File: config.mk
export PLATFORM = sky130hd
export DESIGN_NAME = brom_arbiter
export DESIGN_NICKNAME = d
export VERILOG_FILES = /design/src/rtl/brom_arb_pkg.sv /design/src/rtl/brom_arbiter_rr_arbiter.sv /design/src/rtl/brom_arbiter.sv
export SDC_FILE = /design/constraint.sdc
export NUM_CORES = 1
export LEC_CHECK = 0
export CORE_UTILIZATION = 32
export DETAILED_ROUTE_END_ITERATION = 10
export PLACE_DENSITY_LB_ADDON = 0.12
export SLEW_MARGIN = 20
export SYNTH_ARGS = -nofsm -noshare
export SYNTH_HDL_FRONTEND = slang
export SYNTH_SLANG_ARGS = --single-unit
File: constraint.sdc
create_clock -name clock -period 1.15 [get_ports clock]
set_clock_uncertainty 0.05 [all_clocks]
set_input_delay 0.2875 -clock clock [delete_from_list [all_inputs] [get_ports clock]]
set_output_delay 0.2875 -clock clock [all_outputs]
set_load 0.005 [all_outputs]
File: src/rtl/brom_arb_pkg.sv
// Shared widths, ID-width helper and delay-line tag type for the block-ROM arbiter.
package brom_arb_pkg;

  localparam int unsigned NREQ_DEF    = 2;
  localparam int unsigned ADDR_W_DEF  = 8;
  localparam int unsigned DATA_W_DEF  = 8;
  localparam int unsigned ROM_LAT_DEF = 1;
  localparam int unsigned NREQ_MAX    = 8;

  // Requester ID width; a single requester still gets one bit.
  function automatic int unsigned idw(input int unsigned n);
    return (n <= 2) ? 1 : $clog2(n);
  endfunction

  localparam int unsigned TAG_IDW = idw(NREQ_MAX);

  typedef struct packed {
    logic               valid;
    logic [TAG_IDW-1:0] id;
  } tag_t;

endpackage

File: src/rtl/brom_arbiter_rr_arbiter.sv
// Combinational round-robin pick: first valid request at or after ptr, wrapping modulo NREQ.
module rr_arbiter #(
  parameter int unsigned NREQ = 2,
  parameter int unsigned IDW  = 1
) (
  input  logic [NREQ-1:0] req,
  input  logic [IDW-1:0]  ptr,
  output logic [NREQ-1:0] grant,
  output logic [IDW-1:0]  grant_id,
  output logic            any_grant
);

  localparam int unsigned SW = IDW + 1;

  logic [SW-1:0] pos;

  // Walk offsets 0..NREQ-1 from ptr; explicit wrap keeps non-power-of-two NREQ exact.
  always_comb begin
    grant     = '0;
    grant_id  = '0;
    any_grant = 1'b0;
    pos       = '0;
    for (int k = 0; k < int'(NREQ); k++) begin
      pos = {1'b0, ptr} + SW'(k);
      if (pos >= SW'(NREQ)) pos = pos - SW'(NREQ);
      for (int j = 0; j < int'(NREQ); j++) begin
        if (!any_grant && req[j] && (pos == SW'(j))) begin
          grant[j]  = 1'b1;
          grant_id  = IDW'(j);
          any_grant = 1'b1;
        end
      end
    end
  end

endmodule

File: src/rtl/brom_arbiter.sv
// Round-robin sharing of one synchronous-read ROM; requester IDs ride a latency-matched
// tag pipeline so each read result is steered back to its issuer.
module brom_arbiter
  import brom_arb_pkg::*;
#(
  parameter int unsigned NREQ    = NREQ_DEF,
  parameter int unsigned ADDR_W  = ADDR_W_DEF,
  parameter int unsigned DATA_W  = DATA_W_DEF,
  parameter int unsigned ROM_LAT = ROM_LAT_DEF
) (
  input  logic                   clock,
  input  logic                   reset,
  input  logic [NREQ-1:0]        req_valid,
  input  logic [NREQ*ADDR_W-1:0] req_addr,
  output logic [NREQ-1:0]        req_ready,
  output logic [NREQ-1:0]        resp_valid,
  output logic [DATA_W-1:0]      resp_data,
  output logic [ADDR_W-1:0]      rom_addr,
  input  logic [DATA_W-1:0]      rom_data
);

  localparam int unsigned IDW = idw(NREQ);

  logic [IDW-1:0]    ptr;
  logic [IDW-1:0]    ptr_next;
  logic [IDW:0]      id_inc;
  logic [NREQ-1:0]   grant;
  logic [IDW-1:0]    grant_id;
  logic              any_grant;
  logic              fire;
  logic [ADDR_W-1:0] sel_addr;
  logic [NREQ-1:0]   resp_onehot;
  tag_t              tag_in;
  tag_t              tag_last;
  tag_t              tag_q [ROM_LAT];

  rr_arbiter #(
    .NREQ (NREQ),
    .IDW  (IDW)
  ) u_rr (
    .req       (req_valid),
    .ptr       (ptr),
    .grant     (grant),
    .grant_id  (grant_id),
    .any_grant (any_grant)
  );

  assign req_ready = reset ? '0 : grant;
  assign fire      = any_grant & ~reset;
  assign tag_last  = tag_q[ROM_LAT-1];

  // Address of the granted requester plus next pointer and issue tag.
  always_comb begin
    sel_addr = '0;
    for (int j = 0; j < int'(NREQ); j++) begin
      if (grant[j]) sel_addr = req_addr[j*ADDR_W +: ADDR_W];
    end
    id_inc       = {1'b0, grant_id} + (IDW+1)'(1);
    ptr_next     = (id_inc == (IDW+1)'(NREQ)) ? '0 : id_inc[IDW-1:0];
    tag_in.valid = fire;
    tag_in.id    = TAG_IDW'(grant_id);
  end

  // Decode the retiring tag into a one-hot response strobe.
  always_comb begin
    resp_onehot = '0;
    for (int j = 0; j < int'(NREQ); j++) begin
      if (tag_last.valid && (tag_last.id == TAG_IDW'(j))) resp_onehot[j] = 1'b1;
    end
  end

  // The response register is the final delay-line stage and samples rom_data there.
  always_ff @(posedge clock) begin
    if (reset) begin
      ptr        <= '0;
      rom_addr   <= '0;
      resp_valid <= '0;
      resp_data  <= '0;
      for (int s = 0; s < int'(ROM_LAT); s++) tag_q[s] <= '0;
    end else begin
      if (fire) begin
        ptr      <= ptr_next;
        rom_addr <= sel_addr;
      end
      tag_q[0] <= tag_in;
      for (int s = 1; s < int'(ROM_LAT); s++) tag_q[s] <= tag_q[s-1];
      resp_valid <= resp_onehot;
      if (tag_last.valid) resp_data <= rom_data;
    end
  end

endmodule

==> results of run 1 <==
==> sequential cells by signal (all words and copies together), names as in the netlist <==
name	cells
tag_q	2
rom_addr	8
resp_data	8
resp_valid	2
ptr	1
==> final cells by class <==
type,count,area [um2],share of cell area
Timing Repair Buffer,59,466.7,0.3496
Clock buffer,4,26.28,0.01968
Tap cell,28,35.03,0.02624
Sequential cell,21,441.7,0.3308
Multi-Input combinational cell,48,365.4,0.2737
==> path summary, 6_finish.rpt <==
check / startpoint / end / slack [ns] / cells after the start
max: ptr / req_ready[1] / -0.30 / 3
min: tag_q[0][0] / resp_valid[0] / 0.36 / 1
max reg2reg: ptr / rom_addr[6] / -0.25 / 5
min reg2reg: tag_q[0][0] / resp_valid[0] / 0.36 / 1
==> through the flow <==
| step | cell area, um2 | util | setup TNS [ns] |
|---|---|---|---|
| floorplan | 819.5 | - | -0.1327 |
| global placement | 1369 | 0.5959 | -10.02 |
| detailed placement | 1369 | 0.5959 | -10.10 |
| CTS | 1316 | 0.5730 | -1.386 |
| global route | 1335 | 0.5812 | -2.344 |
| finish | 1335 | 0.5812 | -2.011 |
==> cells in the final DEF, fill, tap and decap left out, drive strengths merged <==
cell	instances
mux2	1
dfxtp	21
nor2	13
buf	32
a221o	6
dlygate4sd2	2
clkdlybuf4s50	24
and2	6
nor3	2
o221a	2
nand2	1
mux2i	8
clkbuf	5
a21bo	1
and3b	3
nor3b	2
a21oi	1
nand2b	2
==> per-layer routing <==
metal  vias up  GRT usage  share of wire
met4         0    0.05263         0.0068
li1        378          -              -
met2        28     0.2658           0.49
met1       339     0.1560           0.43
met5         -          0              0
met3         2    0.03768          0.066
==> cells by family (layout without fill, tap and decap cells) <==
kind of cell / count (synthesis) / count (layout) / synth area share
simple gates: 29 / 29 / 0.2037
compound gates: 10 / 10 / 0.1204
buf+inv: 5 / 63 / 0.04475
mux: 9 / 9 / 0.1127
flops: 21 / 21 / 0.5185
==> report_power, final <==
part / switching [uW] / internal, uW
clock: 211 / 135
combinational: 106 / 198
sequential: 20.9 / 784
==> repair_timing <==
action | 4_1_cts | 5_1_grt
hold buffers | 0 | 0
gates resized for setup | 100 | 6
setup buffers | 0 | 1
pin swaps | 1 | 0
endpoints found under the setup margin | 29 | 9
cloned | 0 | 0
==> summary.md, run 1 <==
| Metric | Value |
|---|---|
| Pre-CTS setup slack | -0.8360 ns |
| Routability Congestion | 0.7441 |
| Hold Slack | 0.3644 ns |
| Initial antenna violation count | 0 |
| Overall Global Routing Usage | 0.1446 |
| I/O pins | 48 |
| Vias per cell | 4.669 |
| RSZ-0062 raised after global routing | yes |
| MaxCap Viol Count | 0 |
| Wire length of the first global-routing pass | 2946 um |
| Critical Path End Type | primary output |
| PortBufs | 47 |
| Setup crit start kind | flip-flop |
| CP max stage cell | dfxtp_2 |
| YS warnings | 0 |
| Max Freq | 0.6912 GHz |
| Final Total Pwr | 1456 uW |
| Status | finished, violations left |
| P&R area growth vs syn | 64.66% |
| Rel. slew slack | 0.7524 |
| DRT Wirelength | 1914 um |
| Placed cells | 155 |
| Buf+Inv Stages, Crit Path | 1 |
| Max clock buf depth | 2 |
| Failing checks | negative setup slack |
| Row count | 17 |
| Top-count cell post-synth | dfxtp_1 |
| Hold Path Class | flip-flop to flip-flop |
| Vias post-DR | 747 |
| Largest net degree at the start of global routing | 12 |
| Clock sinks | 21 |
| Final std cells w/o fill | 160 |
| Die height | 52.34 um |
| Root buffer cell | clkbuf_4 |
| Starting density of the core | 0.3529 |
| Critical path class | flip-flop to primary output |
| CP peak stage delay | 0.35 ns |
| Routed Antenna Nets | 0 |
| Number of enable flip-flop cells after synthesis | 0 |
| Max IR drop VDD | 0.5882 mV |
| Post-synthesis cell count | 74 |
| Synthesized cell area | 810.8 um2 |
| Hold Violations, Final | 0 |
| FF+latch count, synth | 21 |
| Layout cell share with drive strength beyond 1 | 0.4697 |
| Final Cycle Share | 1.258 |
| Pwr dens | 1090 mW/mm2 |
| Clk slew on worst S/H paths | 0.11 ns |
| Worst-margin pin slew | 0.3693 ns |
| Slew Viols, Final | 0 |
| Arrival time worst endpoint | 1.11 ns |
| Ys async rst share | 0 |
| Die Wd | 52.34 um |
| Avg Inst Size Synth | 10.96 um2 |
| Minimum clock period | 1.447 ns |
| Leak | 0.0006211 uW |
| Core footprint | 0.002297 mm2 |
| Final HPWL DP | 1415 um |
| Final WS setup | -0.2967 ns |
| Most used flip-flop cell after synthesis | dfxtp_1 |
| Die footprint | 0.002739 mm2 |
| Wire per inst | 11.96 um |
| FILL cells | 228 |
| Register area share after synthesis | 0.5185 |
| Final net count | 161 |
| Worst-path cell chain | nand2b_4 -> and3b_2 -> buf_6 |
| Synth cell types | 20 |
| Post-route DRC | 0 |
| Synth area leader | dfxtp_1 |
| Clock Latency Late Sink | 0.29 ns |
| Syn nets | 102 |
| DRT Pass-1 Iters | 2 |
| Dominant cells by area after synthesis | dfxtp_1, mux2i_1, a221o_1 |
| CTS tree | done |
| Final setup violation count | 8 |
| Htree depth | 1 |
| CP delay by family, top | flip-flops |
| Vias in the first global route | 726 |
| Grt ovf | 0 |
| Worst Path Required | 0.81 ns |
| Detailed Route Iter0 Violations | 8 |
| Ant. Diodes | 0 |
| Largest fanout on the critical path | 3 |
| CTS buffer count | 3 |
| Post-synth top cells | dfxtp_1, nor2_1, mux2i_1, a221o_1, and2_1 |
| Synth top area share | 0.5185 |
No activity file was read; power rests on OpenSTA's default activity.
==> inputs of run 2 (changes only) <==
--- a/config.mk
+++ b/config.mk
@@ -8,7 +8,6 @@
 export CORE_UTILIZATION = 32
 export DETAILED_ROUTE_END_ITERATION = 10
 export PLACE_DENSITY_LB_ADDON = 0.12
-export SLEW_MARGIN = 20
 export SYNTH_ARGS = -nofsm -noshare
 export SYNTH_HDL_FRONTEND = slang
 export SYNTH_SLANG_ARGS = --single-unit
==> results of run 2 <==
Final layout, timing and power as in run 1 (identical DEF).
==> inputs of run 3 (changes only) <==
--- a/config.mk
+++ b/config.mk
@@ -8,6 +8,7 @@
 export CORE_UTILIZATION = 32
 export DETAILED_ROUTE_END_ITERATION = 10
 export PLACE_DENSITY_LB_ADDON = 0.12
+export REMOVE_ABC_BUFFERS = 1
 export SYNTH_ARGS = -nofsm -noshare
 export SYNTH_HDL_FRONTEND = slang
 export SYNTH_SLANG_ARGS = --single-unit
==> run 3 against run 2 <==
Compared with the run above: the flow still finishes with violations (negative setup slack); clock power rose by 3%; largest power group unchanged; die area did not move; highest routed layer unchanged; largest cell class unchanged; count of clock-buffer cells in the layout fell by 1.
==> summary.md, run 3 (synthesis results as in run 1) <==
| Metric | Value |
|---|---|
| Status | finished, violations left |
| Failing checks | negative setup slack |
| Vias post-DR | 788 |
| Vias per cell | 4.894 |
| Regs by FF count | resp_data: 8 flops, rom_addr: 8 flops |
| Initial antenna violation count | 0 |
| I/O pins | 48 |
| Max IR drop VDD | 0.6647 mV |
| Endpoint, Worst Hold | resp_valid[0] |
| RSZ-0062 raised after global routing | yes |
| Pwr dens | 1091 mW/mm2 |
| Critical path class | flip-flop to primary output |
| Wire length of the first global-routing pass | 3353 um |
| Buf+Inv Stages, Crit Path | 1 |
| Hold depth | 1 |
| Largest net degree at the start of global routing | 13 |
| Final std cells w/o fill | 161 |
| Starting density of the core | 0.3529 |
| FF-to-FF Start | ptr |
| Final net count | 162 |
| DP Area | 0.001370 mm2 |
| Leak | 0.0006322 uW |
| CP delay by family, top | flip-flops |
| Cell-internal power | 1116 uW |
| CP peak stage delay | 0.36 ns |
| Clock Latency Late Sink | 0.31 ns |
| MaxCap Viol Count | 0 |
| Final Cycle Share | 1.268 |
| Vias in the first global route | 783 |
| Final Total Pwr | 1475 uW |
| DRT Pass-1 Iters | 2 |
| Clk slew on worst S/H paths | 0.12 ns |
| Net Sw Frac | 0.2439 |
| Critical Path End Type | primary output |
| Die Wd | 52.34 um |
| Ant. Diodes | 0 |
| Fin area | 0.001353 mm2 |
| Hold Path Class | flip-flop to flip-flop |
| FILL cells | 213 |
| Max clock buf depth | 2 |
| Worst R2R Setup Slack | -0.25 ns |
| Met2 routed WL | 1012 um |
| Row count | 17 |
| Overall Global Routing Usage | 0.1644 |
| Largest fanout on the critical path | 3 |
| Final WS setup | -0.3086 ns |
| Htree depth | 1 |
| Slew Viols, Final | 0 |
| Routability Congestion | 0.8273 |
| CP max stage cell | dfxtp_2 |
| Setup crit start kind | flip-flop |
| Seq pwr share | 0.546 |
| Core footprint | 0.002297 mm2 |
| Rel. slew slack | 0.8307 |
| Layout cell share with drive strength beyond 1 | 0.4812 |
| CTS buffer count | 3 |
| Die height | 52.34 um |
| Clock power frac | 0.241 |
| CTS tree | done |
| PortBufs | 47 |
| Most frequent cells in the layout | clkdlybuf4s50_1, buf_2, dfxtp_2, nor2_1, buf_4 |
| Uppermost layer routed | met4 |
| R2R depth | 5 |
| Routed Antenna Nets | 0 |
| Root buffer cell | clkbuf_4 |
| Placed cells | 156 |
| Met1 WL | 911 um |
| Worst Path Required | 0.81 ns |
| Detailed Route Iter0 Violations | 11 |
| Comb power frac | 0.213 |
| Clock sinks | 21 |
| Hold path start | tag_q[0][0] |
| Arrival time worst endpoint | 1.12 ns |
| Final setup violation count | 8 |
| Die footprint | 0.002739 mm2 |
| Commonest non-fill, non-tap cell in the layout | clkdlybuf4s50_1 |
| DRT Wirelength | 2079 um |
| Post-route DRC | 0 |
| Wire per inst | 12.91 um |
| Routed wl met3 | 133 um |
| Reg-to-reg endpoint | rom_addr[6] |
| Switch Pwr | 359.8 uW |
| P&R area growth vs syn | 66.82% |
| Final HPWL DP | 1489 um |
| Minimum clock period | 1.459 ns |
| Hold Violations, Final | 0 |
| Quantity of hold-fixing buffers added after cts | 0 |
| Worst-margin pin slew | 0.2532 ns |
| Max Freq | 0.6856 GHz |
| Worst-path cell chain | nand2b_4 -> and3b_2 -> buf_2 |
| Grt ovf | 0 |
[run 3: power groups by stage]
| stage | Clock [uW] | Sequential (uW) | Combinational [uW] |
|---|---|---|---|
| after floorplan | 0 | 825 | 85.7 |
| after global placement | 0 | 813 | 340 |
| after detailed placement | 0 | 814 | 345 |
| after CTS | 372 | 806 | 308 |
| after global routing | 407 | 813 | 339 |
| final | 356 | 806 | 314 |
[run 3: what timing repair did]
action	in CTS	in global routing
setup endpoints to repair	28	8
endpoints found under the hold margin	0	0
setup buffers	1	1
resized for setup	103	3
[run 3: final cells by class]
class | count | area (um2) | area share
Tap cell | 28 | 35.03 | 0.02590
Sequential cell | 21 | 441.7 | 0.3265
Clock inverter | 1 | 5.005 | 0.003700
Clock buffer | 3 | 22.52 | 0.01665
Timing Repair Buffer | 60 | 467.9 | 0.3460
Multi-Input combinational cell | 48 | 380.4 | 0.2812
[run 3: worst max path at each step]
stage	end	cells after the start	start	slack [ns]
after global placement	req_ready[0]	4	req_valid[0]	-0.83
after detailed placement	req_ready[1]	5	req_valid[0]	-0.82
final	req_ready[1]	3	ptr	-0.31
after CTS	req_ready[1]	3	ptr	-0.30
after global routing	req_ready[1]	3	ptr	-0.35
after floorplan	rom_addr[1]	3	ptr	-0.03
[run 3: routing by layer]
layer | vias up | global-route usage
met5 | - | 0
met4 | 0 | 0.06579
met3 | 3 | 0.03188
met2 | 34 | 0.3017
met1 | 368 | 0.1820
li1 | 383 | -
[run 3: metrics by stage]
step / setup slack, ns / util / setup TNS, ns / hold slack [ns]
2_1_floorplan: -0.02952 / - / -0.1771 / 0.3066
3_3_place_gp: -0.8310 / 0.5964 / -8.214 / 0.3450
3_5_place_dp: -0.8245 / 0.5964 / -8.412 / 0.3516
4_1_cts: -0.3031 / 0.5806 / -1.249 / 0.3648
5_1_grt: -0.3492 / 0.5888 / -2.202 / 0.4022
6_report: -0.3086 / 0.5888 / -1.966 / 0.3624
